==> config.mk <==
export PLATFORM = sky130hd
export DESIGN_NAME = lsu_commit_arb
export DESIGN_NICKNAME = d
export VERILOG_FILES = /design/src/rtl/lsu_commit_arb.sv
export SDC_FILE = /design/constraint.sdc
export NUM_CORES = 1
export LEC_CHECK = 0
export BUFFER_PORTS_ARGS = -buffer_cell sky130_fd_sc_hd__buf_4
export CAP_MARGIN = 20
export CORE_ASPECT_RATIO = 0.9
export CORE_MARGIN = 4
export CORE_UTILIZATION = 30
export CTS_CLUSTER_DIAMETER = 120
export CTS_CLUSTER_SIZE = 14
export DETAILED_ROUTE_END_ITERATION = 7
export GPL_TIMING_DRIVEN = 0
export PLACE_DENSITY = 0.6
export SYNTH_ARGS = -nofsm -noshare
export SYNTH_HDL_FRONTEND = slang
export SYNTH_SLANG_ARGS = --single-unit
export TNS_END_PERCENT = 50
==> constraint.sdc <==
create_clock -name clk -period 1.88 [get_ports clk]
set_input_delay 0.376 -clock clk [delete_from_list [all_inputs] [get_ports clk]]
set_output_delay 0.376 -clock clk [all_outputs]
set_load 0.02 [all_outputs]
==> src/rtl/lsu_commit_arb.sv <==
// Merges the LSU load-commit and store-commit streams into one registered commit stream with a 2-entry skid buffer.
// Optional build macro LSU_COMMIT_PERF_EN adds 32-bit accepted-beat and stall-cycle counters.
module lsu_commit_arb #(
    parameter int NUM_THREADS = 4,
    parameter int NW_BITS     = 2,
    parameter int NR_BITS     = 5
) (
    input  logic                      clk,
    input  logic                      reset,

    input  logic                      ld_valid,
    output logic                      ld_ready,
    input  logic [NW_BITS-1:0]        ld_wid,
    input  logic [NUM_THREADS-1:0]    ld_tmask,
    input  logic [31:0]               ld_pc,
    input  logic [NR_BITS-1:0]        ld_rd,
    input  logic                      ld_wb,
    input  logic                      ld_eop,
    input  logic [NUM_THREADS*32-1:0] ld_data,

    input  logic                      st_valid,
    output logic                      st_ready,
    input  logic [NW_BITS-1:0]        st_wid,
    input  logic [NUM_THREADS-1:0]    st_tmask,
    input  logic [31:0]               st_pc,
    input  logic [NR_BITS-1:0]        st_rd,
    input  logic                      st_wb,
    input  logic                      st_eop,
    input  logic [NUM_THREADS*32-1:0] st_data,

    output logic                      cmt_valid,
    input  logic                      cmt_ready,
    output logic [NW_BITS-1:0]        cmt_wid,
    output logic [NUM_THREADS-1:0]    cmt_tmask,
    output logic [31:0]               cmt_pc,
    output logic [NR_BITS-1:0]        cmt_rd,
    output logic                      cmt_wb,
    output logic                      cmt_eop,
    output logic [NUM_THREADS*32-1:0] cmt_data,
    output logic                      cmt_src
`ifdef LSU_COMMIT_PERF_EN
    ,
    output logic [31:0]               perf_ld_beats,
    output logic [31:0]               perf_st_beats,
    output logic [31:0]               perf_stall_cycles
`endif
);

    typedef struct packed {
        logic                      src;
        logic [NW_BITS-1:0]        wid;
        logic [NUM_THREADS-1:0]    tmask;
        logic [31:0]               pc;
        logic [NR_BITS-1:0]        rd;
        logic                      wb;
        logic                      eop;
        logic [NUM_THREADS*32-1:0] data;
    } beat_t;

    beat_t main_q, main_d, skid_q, skid_d, in_beat;
    logic  main_valid_q, main_valid_d, skid_valid_q, skid_valid_d;
    logic  lock_q, lock_d, rr_q, rr_d;
    logic  grant_ld, open, ld_fire, st_fire, accept, retire;

    // Grant depends only on valids and registered lock/rr; when nothing is valid rr picks.
    always_comb begin
        grant_ld = 1'b0;
        if (lock_q)
            grant_ld = 1'b1;
        else if (ld_valid && !st_valid)
            grant_ld = 1'b1;
        else if (st_valid && !ld_valid)
            grant_ld = 1'b0;
        else
            grant_ld = !rr_q;
    end

    assign open     = !skid_valid_q && !reset;
    assign ld_ready = open && grant_ld;
    assign st_ready = open && !grant_ld;
    assign ld_fire  = ld_valid && ld_ready;
    assign st_fire  = st_valid && st_ready;
    assign accept   = ld_fire || st_fire;
    assign retire   = main_valid_q && cmt_ready;

    always_comb begin
        in_beat = '0;
        if (ld_fire)
            in_beat = '{src: 1'b0, wid: ld_wid, tmask: ld_tmask, pc: ld_pc, rd: ld_rd,
                        wb: ld_wb, eop: ld_eop, data: ld_data};
        else
            in_beat = '{src: 1'b1, wid: st_wid, tmask: st_tmask, pc: st_pc, rd: st_rd,
                        wb: st_wb, eop: st_eop, data: st_data};
    end

    always_comb begin
        main_d       = main_q;
        main_valid_d = main_valid_q;
        skid_d       = skid_q;
        skid_valid_d = skid_valid_q;
        lock_d       = lock_q;
        rr_d         = rr_q;

        // Accepts only happen while skid is empty, so the full-skid case is a pure drain.
        if (skid_valid_q) begin
            if (retire) begin
                main_d       = skid_q;
                skid_valid_d = 1'b0;
            end
        end else if (accept) begin
            if (!main_valid_q || retire) begin
                main_d       = in_beat;
                main_valid_d = 1'b1;
            end else begin
                skid_d       = in_beat;
                skid_valid_d = 1'b1;
            end
        end else if (retire) begin
            main_valid_d = 1'b0;
        end

        if (ld_fire)
            lock_d = !ld_eop;
        if (accept && in_beat.eop)
            rr_d = !in_beat.src;
    end

    always_ff @(posedge clk) begin
        if (reset) begin
            main_q       <= '0;
            skid_q       <= '0;
            main_valid_q <= 1'b0;
            skid_valid_q <= 1'b0;
            lock_q       <= 1'b0;
            rr_q         <= 1'b0;
        end else begin
            main_q       <= main_d;
            skid_q       <= skid_d;
            main_valid_q <= main_valid_d;
            skid_valid_q <= skid_valid_d;
            lock_q       <= lock_d;
            rr_q         <= rr_d;
        end
    end

    assign cmt_valid = main_valid_q;
    assign cmt_src   = main_q.src;
    assign cmt_wid   = main_q.wid;
    assign cmt_tmask = main_q.tmask;
    assign cmt_pc    = main_q.pc;
    assign cmt_rd    = main_q.rd;
    assign cmt_wb    = main_q.wb;
    assign cmt_eop   = main_q.eop;
    assign cmt_data  = main_q.data;

`ifdef LSU_COMMIT_PERF_EN
    logic [31:0] perf_ld_q, perf_st_q, perf_stall_q;

    always_ff @(posedge clk) begin
        if (reset) begin
            perf_ld_q    <= '0;
            perf_st_q    <= '0;
            perf_stall_q <= '0;
        end else begin
            if (ld_fire)
                perf_ld_q <= perf_ld_q + 32'd1;
            if (st_fire)
                perf_st_q <= perf_st_q + 32'd1;
            if (main_valid_q && !cmt_ready)
                perf_stall_q <= perf_stall_q + 32'd1;
        end
    end

    assign perf_ld_beats     = perf_ld_q;
    assign perf_st_beats     = perf_st_q;
    assign perf_stall_cycles = perf_stall_q;
`endif

endmodule

Yosys cells after proc, flatten, opt, wreduce, memory -nomap -nowiden
Cells that the tools add are included.
Widths: inputs -> output; s select.
{"block": "op_classes", "eq_ne": 2, "multipliers": 0, "order_cmp": 0, "bitwise_logic": 2, "n_mux": 15, "n_div": 0, "n_addsub": 0, "shift": 0, "n_reduce_logical": 26}
{"cell": "$mux 174", "count": 5}
{"cell": "$mux 1", "count": 10}
{"cell": "$logic_and 1x1->1", "count": 9}
{"cell": "$logic_not 1->1", "count": 9}
{"cell": "$reduce_and 3->1", "count": 3}
{"cell": "$reduce_bool 2->1", "count": 3}
{"cell": "$ne 2x1->1 const B", "count": 2}
{"cell": "$logic_or 1x1->1", "count": 2}
{"cell": "$not 1->1", "count": 2}
{"block": "totals", "ram_bits": 0, "latch_bits": 0, "out_inout_bits": 177, "romBits": 0, "memories": 0, "reg_bits": 352, "word_cells": 65, "inputBits": 351}

Longest topological paths before layout
Gate-level depths: netlist of run 1.
{"block": "depth", "ltp_word": 11, "ltp_mapped": 8, "ltp_nobuf": 4}

Worst setup path after synthesis of run 1
OpenSTA, ideal clock, no wires.
{"block": "synth_timing", "path_type": "input-to-output", "from": "input reset", "to": "output ld_ready", "stages": 4, "n_path_buf": 3, "t_arrival_ps": 1448, "t_required_ps": 1504, "setup_slack_ps": 56, "path_cell_list": "buf_2 clkbuf_1 buf_1 nor3_1"}
{"block": "synth_via", "elab_chain_cells": 3}
{"element": "from (decl)", "line": "9", "source": "input logic reset,"}
{"element": "$logic_not 1->1", "line": "78", "source": "assign open = !skid_valid_q && !reset;"}
{"element": "$logic_and 1x1->1", "line": "78"}
{"element": "$logic_and 1x1->1", "line": "79", "source": "assign ld_ready = open && grant_ld;"}
{"element": "to (decl)", "line": "12", "source": "output logic ld_ready,"}
No other way between the ends.

Worst setup path after layout of run 1
{"block": "layout_timing", "from": "register skid_valid_q", "to": "output ld_ready"}
{"block": "layout_via", "elab_chain_cells": 3}
{"element": "from (decl)", "line": "61", "source": "logic main_valid_q, main_valid_d, skid_valid_q, skid_valid_d;"}
{"element": "from (signal assigned)", "line": "140", "source": "skid_valid_q <= skid_valid_d;"}
{"element": "$logic_not 1->1", "line": "78"}
{"element": "$logic_and 1x1->1", "line": "78"}
{"element": "$logic_and 1x1->1", "line": "79"}
No other way between the ends.

==> results of run 1 <==
## sequential cells by signal, summed over array words and instances (netlist names)
signal / count
skid_valid_q: 1
cmt_eop: 1
cmt_src: 1
skid_q: 174
rr_q: 1
lock_q: 1
cmt_pc: 32
cmt_wb: 1
cmt_wid: 2
cmt_data: 128
cmt_rd: 5
cmt_valid: 1
cmt_tmask: 4
## how the worst min path moves through the flow
stage | endpoint | slack (ns)
after floorplan | skid_q[121] | 0.45
after detailed placement | cmt_data[121] | 0.46
after CTS | skid_q[29] | 0.02
after global placement | cmt_data[121] | 0.45
final | skid_q[25] | 0.05
after global routing | skid_q[25] | 0.05
## cell usage in the layout, fill, tap and decap left out, types with 2 or more instances in the layout
cell type	synthesis	layout
buf_4	4	572
nand2_1	351	351
dfxtp_1	352	348
nor2_1	181	181
o21ai_0	171	170
a31oi_1	166	166
nand3_1	142	142
o41ai_2	80	103
a221oi_2	80	87
clkbuf_1	158	63
clkbuf_4	0	50
a221oi_1	61	48
clkbuf_2	0	38
o41ai_1	60	35
a221o_1	33	33
buf_2	70	33
nor3_1	33	32
a32o_1	32	32
clkbuf_16	0	32
buf_6	2	16
buf_8	8	13
diode_2	0	9
buf_12	0	8
a311oi_1	7	7
a221oi_4	0	6
a21oi_1	5	4
nand2b_1	4	4
dfxtp_2	0	4
inv_1	3	3
clkinv_2	0	2
o41ai_4	0	2
o221ai_1	2	2
## power by group through the flow
stage,registers [mW],clock network [mW],logic [mW]
after detailed placement,8.71,0,5.93
after floorplan,9.21,0,2.65
after global routing,8.62,5.98,6.84
final,8.56,5.67,6.40
after global placement,8.69,0,5.85
after CTS,8.55,5.79,6.09
## timing repair
item                       in CTS  in global routing
hold buffers                    1                  0
gates cloned                    1                  2
gates resized for setup       156                228
setup buffers                   6                  9
setup endpoints to repair     353                334
pin swaps                       5                 34
hold endpoints to repair        1                  0
## cell families (layout without fill, tap and decap cells)
logic type | count (synthesis) | in the layout | synth area share, %
other cells | 0 | 9 | 0
compound gates | 702 | 702 | 35.9
buf+inv | 256 | 833 | 6.69
mux | 1 | 1 | 0.0573
flops | 352 | 352 | 40.3
simple gates | 720 | 720 | 17.0
## cells in the mapped netlist (all sizes together)
master	n	area, µm²
dfxtp	352	7050
nand2	351	1320
nor2	183	706
o21ai	171	856
a31oi	166	1040
clkbuf	158	593
nand3	142	711
a221oi	141	1740
o41ai	140	1830
buf	93	557
a221o	33	330
nor3	33	165
a32o	32	320
a311oi	7	61.3
a21oi	5	25.0
nand2b	4	25.0
inv	3	11.3
clkinv	2	7.51
o221ai	2	17.5
a211oi	1	7.51
and2	1	6.26
and2b	1	10.0
and3	1	6.26
and3b	1	8.76
mux2i	1	10.0
nand3b	1	7.51
nor2b	1	6.26
o2111a	1	11.3
o211a	1	10.0
o311ai	1	26.3
o31ai	1	7.51
or2	1	6.26
## through the flow
stage	power, mW	instances	setup TNS (ns)	worst slack [ns]
after floorplan	11.9	2031	0	0.0560
after global placement	14.5	3322	-216.64	-0.961
after detailed placement	14.6	3326	-202.85	-0.838
after CTS	20.4	3364	-1.62	-0.189
after global routing	21.4	3381	-2.05	-0.0929
final	20.6	3382	-0.0491	-0.0267
## worst register-to-register path, stage by stage (launching register included)
cell and delay (ns):
dfxtp_2 0.34, buf_8 0.13, nor2_2 0.16, nand3_1 0.17
buf_6 0.21, clkbuf_4 0.22, a221o_1 0.33, a32o_1 0.20
## layer usage
metal / wire length [µm] / share of wire (%) / up-vias
met5: 17 / 0.021 / -
met4: 3000 / 3.7 / 4
met3: 5790 / 7.1 / 158
met2: 37900 / 46 / 991
met1: 34800 / 43 / 9683
li1: - / - / 8867
## cell type report
class,instances,area [µm²]
Antenna cell,9,22.5
Multi-Input combinational cell,1423,9640
Clock buffer,29,726
Clock inverter,1,16.3
Inverter,5,21.3
Sequential cell,352,7050
Buffer,249,1680
Timing Repair Buffer,549,4230
Tap cell,765,957
Fill cell,5729,33000
==> results_dict.tcl, run 1 <==
set metrics [dict create \
    cp.required_ns 1.50 \
    cp_max_fo 6 \
    p_sw_share_pct 34.5 \
    period_share_pct 101 \
    min_from "st_data[25]" \
    crit_end "ld_ready" \
    grt-ovfl-total 0 \
    worstMarginPinSlew_ns 0.974 \
    grt_first_pass_wirelength_um 122000 \
    p_int_mw 13.5 \
    startpoint "skid_valid_q" \
    hold_path_class "in -> reg" \
    syn-instance-count 2031 \
    path_cells "buf_8, clkbuf_16, nor3_4, buf_6" \
    avgViaCountPerCell 5.83 \
    cts_root_buffer "clkbuf_16" \
    leakage_nw 10.5 \
    reg2reg_depth 7 \
    globalRouteMet3Util_pct 4.15 \
    drive_gt1_share_pct 37.4 \
    holdPathStages 3 \
    r2r_setup_slack_ns 0.02 \
    cts_tree "done" \
    top_usage_layer "met2" \
    p_per_area_nw_per_um2 848 \
    clock_latency_ns 0.59 \
    power_frac_comb_pct 31.0 \
    wl_per_cell_um 24.1 \
    synth-seq-cells 352 \
    cts.clk_slew.worst_paths_ns 0.07 \
    setup-violations-final 2 \
    syn-cell-area_um2 17500 \
    crit_cells 4 \
    fmax_mhz 524 \
    drv_cap 0 \
    cts_made_buffers 29 \
    grt_pass1_vias 19574 \
    crit_type "reg -> out" \
    period_minus_slack_ns 1.91 \
    area_growth_pct 39.3 \
    postLayoutCoreUtil_pct 42.5 \
    p_clk_share_pct 27.5 \
    ctsHtreeMaxLevel 1 \
    skew_ns 0.0187 \
    die_x_um 262 \
    end_kind "output port" \
    ys_warn_count 0 \
    cp_top_family "buffers and inverters" \
    io_buffers 526 \
    ant_nets 0 \
    die_h_um 237 \
    dp_hpwl_um 60700 \
    use_met2_pct 39.9 \
    drc_errors 0 \
    vias 19703 \
    wl_um 81500 \
    slowest_stage "dfxtp_2" \
    pin_count 528 \
    clkSinkCount 352 \
    core_area_um2 57300 \
    post-route-cell-area_um2 24300 \
    start_util_pct 30.5 \
    place_congestion 0.908 \
    dpl_cell_area_um2 22400 \
    antenna_found_initial 13 \
    path_buf_inv 3 \
    max-slew-margin-rel_pct 35.1 \
    drt_first_pass_iters 8 \
    avgSynthCellArea_um2 8.60 \
    rsz0062_at_grt "true" \
    violations "negative setup slack" \
    ys_seq_area_share_pct 40.3 \
    startpoint_type "flop" \
    worst_hold_slack_ns 0.0532 \
    met1_usage_pct 32.8 \
    grt_max_degree 15 \
    nets 2960 \
    status "finished with violations" \
    timing.rr.start "skid_valid_q" \
    cts_buffer_depth 3 \
    gr-usage-all-layers_pct 24.4 \
    final_hold_viol_count 0 \
    drt_iter0_drc 1807 \
    syn_nets 2382 \
    crit_arrival_ns 1.53 \
    die_area_um2 62200 \
    yosysUniqueCellTypes 40 \
    seq_power_share_pct 41.5 \
    irDropWorstVdd_mv 0.709 \
    drv_slew 0 \
    timing.final.ws_setup_ns -0.0267 \
    p_switching_mw 7.12 \
    max_stage_delay_ns 0.34 \
    r2r-end "cmt_rd[3]" \
    num_rows 83 \
]
(Power assumes the default switching activity.)
==> inputs of run 2 (changes only) <==
Settings changed: ABC_AREA from default to 1.
Clock period 1.88 ns to 1.9 ns, I/O delays scaled along.
==> results_dict.tcl, run 2 <==
set metrics [dict create \
    status "finished with violations" \
    violations "negative setup slack" \
    synth_top_area_share_pct 39.0 \
    drt_iter0_drc 1388 \
    cp.required_ns 2.39 \
    place_congestion 0.884 \
    ys_warn_count 0 \
    grt_max_degree 15 \
    slowest_stage "dfxtp_4" \
    drt_first_pass_iters 7 \
    yosysUniqueCellTypes 18 \
    grt_first_pass_wirelength_um 114000 \
    leakage_nw 12.5 \
    post-route-cell-area_um2 26100 \
    core_area_um2 59800 \
    grt-ovfl-total 0 \
    end_kind "flop" \
    final_hold_viol_count 0 \
    synth-seq-cells 352 \
    p_per_area_nw_per_um2 710 \
    timing.final.ws_setup_ns -0.242 \
    seqCellArea_um2 7050 \
    drv_slew 0 \
    skew_ns 0.0321 \
    max-slew-margin-rel_pct 28.4 \
    dp_hpwl_um 59000 \
    cp_top_family "buffers and inverters" \
    cts_buffer_depth 3 \
    yosysMostFrequentCell "nand2_1" \
    fmax_mhz 467 \
    largest_reg_flops 174 \
    p_int_mw 12.6 \
    cts_tree "done" \
    wl_um 81600 \
    pin_count 528 \
    dpl_cell_area_um2 23000 \
    cts_root_buffer "clkbuf_16" \
    clock_latency_ns 0.60 \
    synth.top_cells.by_area "dfxtp_1, nand2_1, nand3_1" \
    setup-violations-final 271 \
    crit_arrival_ns 2.63 \
    syn_nets 3231 \
    drv_cap 0 \
    rsz0062_at_grt "true" \
    drc_errors 0 \
    path_cells "nor2_4, buf_4, buf_6, buf_6, nand3_4, nand2_4, nand2_4, nand2_8, buf_4, buf_12, buf_12, buf_8, nand3_2, nand2_2, nor2_2" \
    period_minus_slack_ns 2.14 \
    ctsHtreeMaxLevel 1 \
    tns_ns -24.24 \
    p_clk_share_pct 30.3 \
    vias 21025 \
    cp_max_fo 8 \
    nets 3865 \
    cts_made_buffers 29 \
    ys_seq_area_share_pct 39.0 \
    regMostFlops "skid_q" \
    area_growth_pct 44.5 \
    postLayoutCoreUtil_pct 43.7 \
    path_buf_inv 7 \
    yosysTopAreaCell "dfxtp_1" \
    p_switching_mw 5.92 \
    synthTopCellsByCount "nand2_1, nand3_1, nor2_1" \
    final_common_cell "nand2_1" \
    power_frac_comb_pct 26.4 \
    layout_common_cells "nand2_1, buf_4, nand3_1, inv_1, dfxtp_1" \
    irDropWorstVdd_mv 0.642 \
    max_stage_delay_ns 0.35 \
    hold_path_class "in -> reg" \
    grt_pass1_vias 19359 \
    cts.clk_slew.worst_paths_ns 0.07 \
    wl_per_cell_um 18.9 \
    antenna_found_initial 15 \
    drive_gt1_share_pct 24.6 \
    num_rows 85 \
    p_sw_share_pct 31.9 \
    start_util_pct 30.2 \
    worst_hold_slack_ns 0.0880 \
    gr-usage-all-layers_pct 22.8 \
    die_h_um 241 \
    die_area_um2 64200 \
    worstMarginPinSlew_ns 1.07 \
    ys.flop_type "dfxtp_1" \
    io_buffers 525 \
    syn-instance-count 2880 \
    seq_power_share_pct 43.3 \
    synth-edff-count 0 \
    syn-cell-area_um2 18100 \
    avgSynthCellArea_um2 6.27 \
    multiInputGateArea_um2 8910 \
    die_x_um 267 \
    period_share_pct 113 \
    clkSinkCount 352 \
    fillers 6406 \
    startpoint_type "flop" \
    ant_nets 0 \
    crit_type "reg -> reg" \
    avgViaCountPerCell 4.88 \
    async_reset_ff_share_pct 0 \
]
run 2: cell count changes after synthesis, moves of 168 or more:
cell,before,now
nand4_1,0,174
nand3_1,142,508
nor2_1,181,355
o21ai_0,171,3
inv_1,3,354
a21oi_1,5,177
nand2_1,351,704
run 2: layout make-up:
class	count	area share, %
multi-input combinational	1939	34.1
buffer	229	6.90
clock buffer	30	2.79
antenna	12	0.115
clock inverter	1	0.0623
tap	783	3.75
inverter	358	5.21
timing repair buffer	605	20.0
sequential	352	27.0
run 2: metal layers:
| metal | global-route usage [%] | vias up | part of all wire, % |
|---|---|---|---|
| li1 | - | 10452 | - |
| met1 | 29.4 | 9729 | 43 |
| met2 | 38.3 | 718 | 47 |
| met3 | 4.96 | 118 | 6.6 |
| met4 | 7.33 | 8 | 3.4 |
| met5 | 0 | - | 0.064 |
run 2: per-stage QoR:
stage               worst slack, ns  std cells  power (mW)
finish                       -0.242       4309        18.5
global route                 -0.297       4304        19.4
CTS                          -0.300       4227        18.2
detailed placement           -0.927       4189        12.4
global placement             -0.916       4188        12.4
floorplan                   -0.0737       2880        10.4
run 2: power by group through the flow:
| stage | clock (mW) | combinational [mW] | sequential, mW |
|---|---|---|---|
| final | 5.62 | 4.90 | 8.03 |
| after global placement | 0 | 4.23 | 8.18 |
| after floorplan | 0 | 1.85 | 8.60 |
| after CTS | 5.79 | 4.33 | 8.03 |
| after global routing | 5.99 | 5.32 | 8.07 |
| after detailed placement | 0 | 4.25 | 8.19 |
run 2: worst paths after layout:
check,from,end,slack [ns],depth (start not counted)
max,skid_valid_q,cmt_data[101],-0.24,15
min,cmt_ready,skid_valid_q,0.09,4
max reg2reg,skid_valid_q,cmt_data[101],-0.24,15
min reg2reg,skid_q[144],skid_q[144],0.46,2
run 2: worst reg2reg max path, stage by stage, from the launching register on:
cell and delay, ns:
dfxtp_4 0.35, nor2_4 0.14, buf_4 0.14, buf_6 0.09, buf_6 0.09, nand3_4 0.13
nand2_4 0.15, nand2_4 0.08, nand2_8 0.10, buf_4 0.13, buf_12 0.16, buf_12 0.14
buf_8 0.12, nand3_2 0.10, nand2_2 0.09, nor2_2 0.04
run 2: cells by family (layout without fill, tap and decap cells):
logic type,after synthesis,count (layout),share of synthesized area (%)
flops,352,352,39.0
buf+inv,589,1223,13.3
compound gates,193,193,5.37
other cells,0,12,0
simple gates,1746,1746,42.3
run 2: repair_timing:
action,CTS,global route
hold buffers,0,0
setup endpoints to repair,353,352
buffers inserted,8,41
gates resized for setup,61,357
gates cloned,0,30
pin swaps,1,21
==> inputs of run 3 (changes only) <==
Settings changed: CORE_MARGIN 4 to 2, PLACE_DENSITY 0.6 to 0.62.
Clock period 1.9 ns to 1.8 ns, I/O delays scaled along.
==> results_dict.tcl, run 3 (synthesis results as in run 2) <==
set metrics [dict create \
    r2r-end "cmt_pc[29]" \
    status "finished with violations" \
    rsz0062_at_grt "true" \
    vias 21007 \
    drive_gt1_share_pct 23.5 \
    worstMarginPinSlew_ns 0.780 \
    skew_ns 0.0309 \
    cts_tree "done" \
    drt_iter0_drc 1557 \
    p_int_mw 13.4 \
    crit_arrival_ns 1.75 \
    violations "negative setup slack" \
    period_minus_slack_ns 2.11 \
    grt-ovfl-total 0 \
    drc_errors 0 \
    leakage_nw 12.5 \
    seq_power_share_pct 43.2 \
    clkSinkCount 352 \
    p_sw_share_pct 31.7 \
    die_h_um 237 \
    wl_um 79300 \
    io_buffers 525 \
    final_common_cell "nand2_1" \
    ctsHtreeMaxLevel 1 \
    place_congestion 0.888 \
    startpoint "skid_valid_q" \
    max-slew-margin-rel_pct 48.0 \
    clock_latency_ns 0.61 \
    end_kind "output port" \
    dpl_cell_area_um2 23000 \
    crit_end "ld_ready" \
    p_per_area_nw_per_um2 761 \
    startpoint_type "flop" \
    drv_cap 0 \
    num_rows 85 \
    nets 3846 \
    start_util_pct 30.3 \
    grt_pass1_vias 19847 \
    reg2reg_depth 13 \
    area_growth_pct 42.7 \
    p_clk_share_pct 30.1 \
    timing.final.ws_setup_ns -0.314 \
    power_frac_comb_pct 26.7 \
    timing.rr.start "skid_valid_q" \
    fmax_mhz 473 \
    die_x_um 263 \
    r2r_setup_slack_ns -0.25 \
    wl_per_cell_um 18.5 \
    pin_count 528 \
    cts_buffer_depth 3 \
    irDropWorstVdd_mv 0.702 \
    core_area_um2 59700 \
    grt_first_pass_wirelength_um 117000 \
    avgViaCountPerCell 4.91 \
    gr-usage-all-layers_pct 24.4 \
    crit_type "reg -> out" \
    drt_first_pass_iters 5 \
    die_area_um2 62200 \
    period_share_pct 117 \
    p_switching_mw 6.22 \
    cp_max_fo 2 \
    cp.required_ns 1.44 \
    dp_hpwl_um 57900 \
    setup-violations-final 344 \
    layout_common_cells "nand2_1, buf_4, nand3_1, inv_1, dfxtp_1" \
    post-route-cell-area_um2 25800 \
    hold_path_class "in -> reg" \
    regMostFlops "skid_q" \
    antenna_found_initial 12 \
    largest_reg_flops 174 \
    cts.clk_slew.worst_paths_ns 0.09 \
    ant_nets 0 \
    cts_root_buffer "clkbuf_16" \
    grt_max_degree 15 \
    worst_hold_slack_ns 0.117 \
    final_hold_viol_count 0 \
    cts_made_buffers 29 \
    drv_slew 0 \
]
==> run 3: cell types whose count changed in the layout (fill, tap and decap cells not counted), sizes merged <==
cell         before  now
clkbuf          183  143
diode            12    5
dlygate4sd3       0    1
buf             681  690
bufbuf            0   10
==> run 3: through the flow <==
step	utilization (%)	worst slack [ns]	cells	total power, mW	TNS (ns)
CTS	42.9	-0.364	4274	19.8	-34.48
global route	43.2	-0.357	4279	20.5	-57.21
finish	43.2	-0.314	4282	19.6	-30.52
floorplan	-	0.0575	2880	11.0	0
detailed placement	38.6	-0.986	4190	13.1	-219.46
global placement	38.5	-0.993	4188	13.1	-223.16
==> run 3: worst max-delay path, cell delays in order, from the launching register on <==
cell and delay, ns:
dfxtp_4 0.36, nor2_4 0.11, buf_12 0.12, buf_12 0.09, clkinvlp_4 0.14, a21oi_2 0.16, buf_6 0.15
==> run 3: power groups by stage <==
stage               clock (mW)  combinational, mW  sequential (mW)
finish                    5.91               5.23             8.48
global route              6.31               5.67             8.52
CTS                       6.11               5.19             8.47
detailed placement           0               4.48             8.65
global placement             0               4.46             8.64
floorplan                    0               1.96             9.07
==> run 3: cell type report <==
type | instances | area, µm²
inverters | 358 | 1360
flip-flops and latches | 352 | 7050
plain buffers | 229 | 1860
clock inverters | 1 | 16.3
multi-input cells | 1939 | 8780
well taps | 783 | 980
repair buffers | 586 | 5000
diodes | 5 | 12.5
clock buffers | 29 | 726
fillers | 6360 | 33900
==> run 3: worst min-delay path by stage <==
stage | startpoint | end | slack [ns] | cells past startpoint
after detailed placement | skid_q[94] | skid_q[94] | 0.46 | 2
after global routing | ld_eop | lock_q | 0.14 | 4
after global placement | skid_q[20] | skid_q[20] | 0.45 | 2
after floorplan | skid_q[127] | skid_q[127] | 0.44 | 2
final | ld_eop | rr_q | 0.12 | 5
after CTS | ld_eop | rr_q | 0.08 | 5
==> run 3: routing by layer <==
layer | GRT usage, % | vias up | share of wire [%]
met5 | 0 | - | 0.12
met4 | 7.75 | 18 | 3.1
met3 | 4.57 | 124 | 6.9
met2 | 40.0 | 746 | 46
met1 | 32.3 | 9692 | 43
li1 | - | 10427 | -
==> run 3: what timing repair did <==
item	CTS	global route
pin swaps	3	6
endpoints found under the hold margin	1	0
hold buffers	1	0
gates cloned	21	1
endpoints found under the setup margin	354	351
gates resized for setup	291	76
buffers inserted	33	5
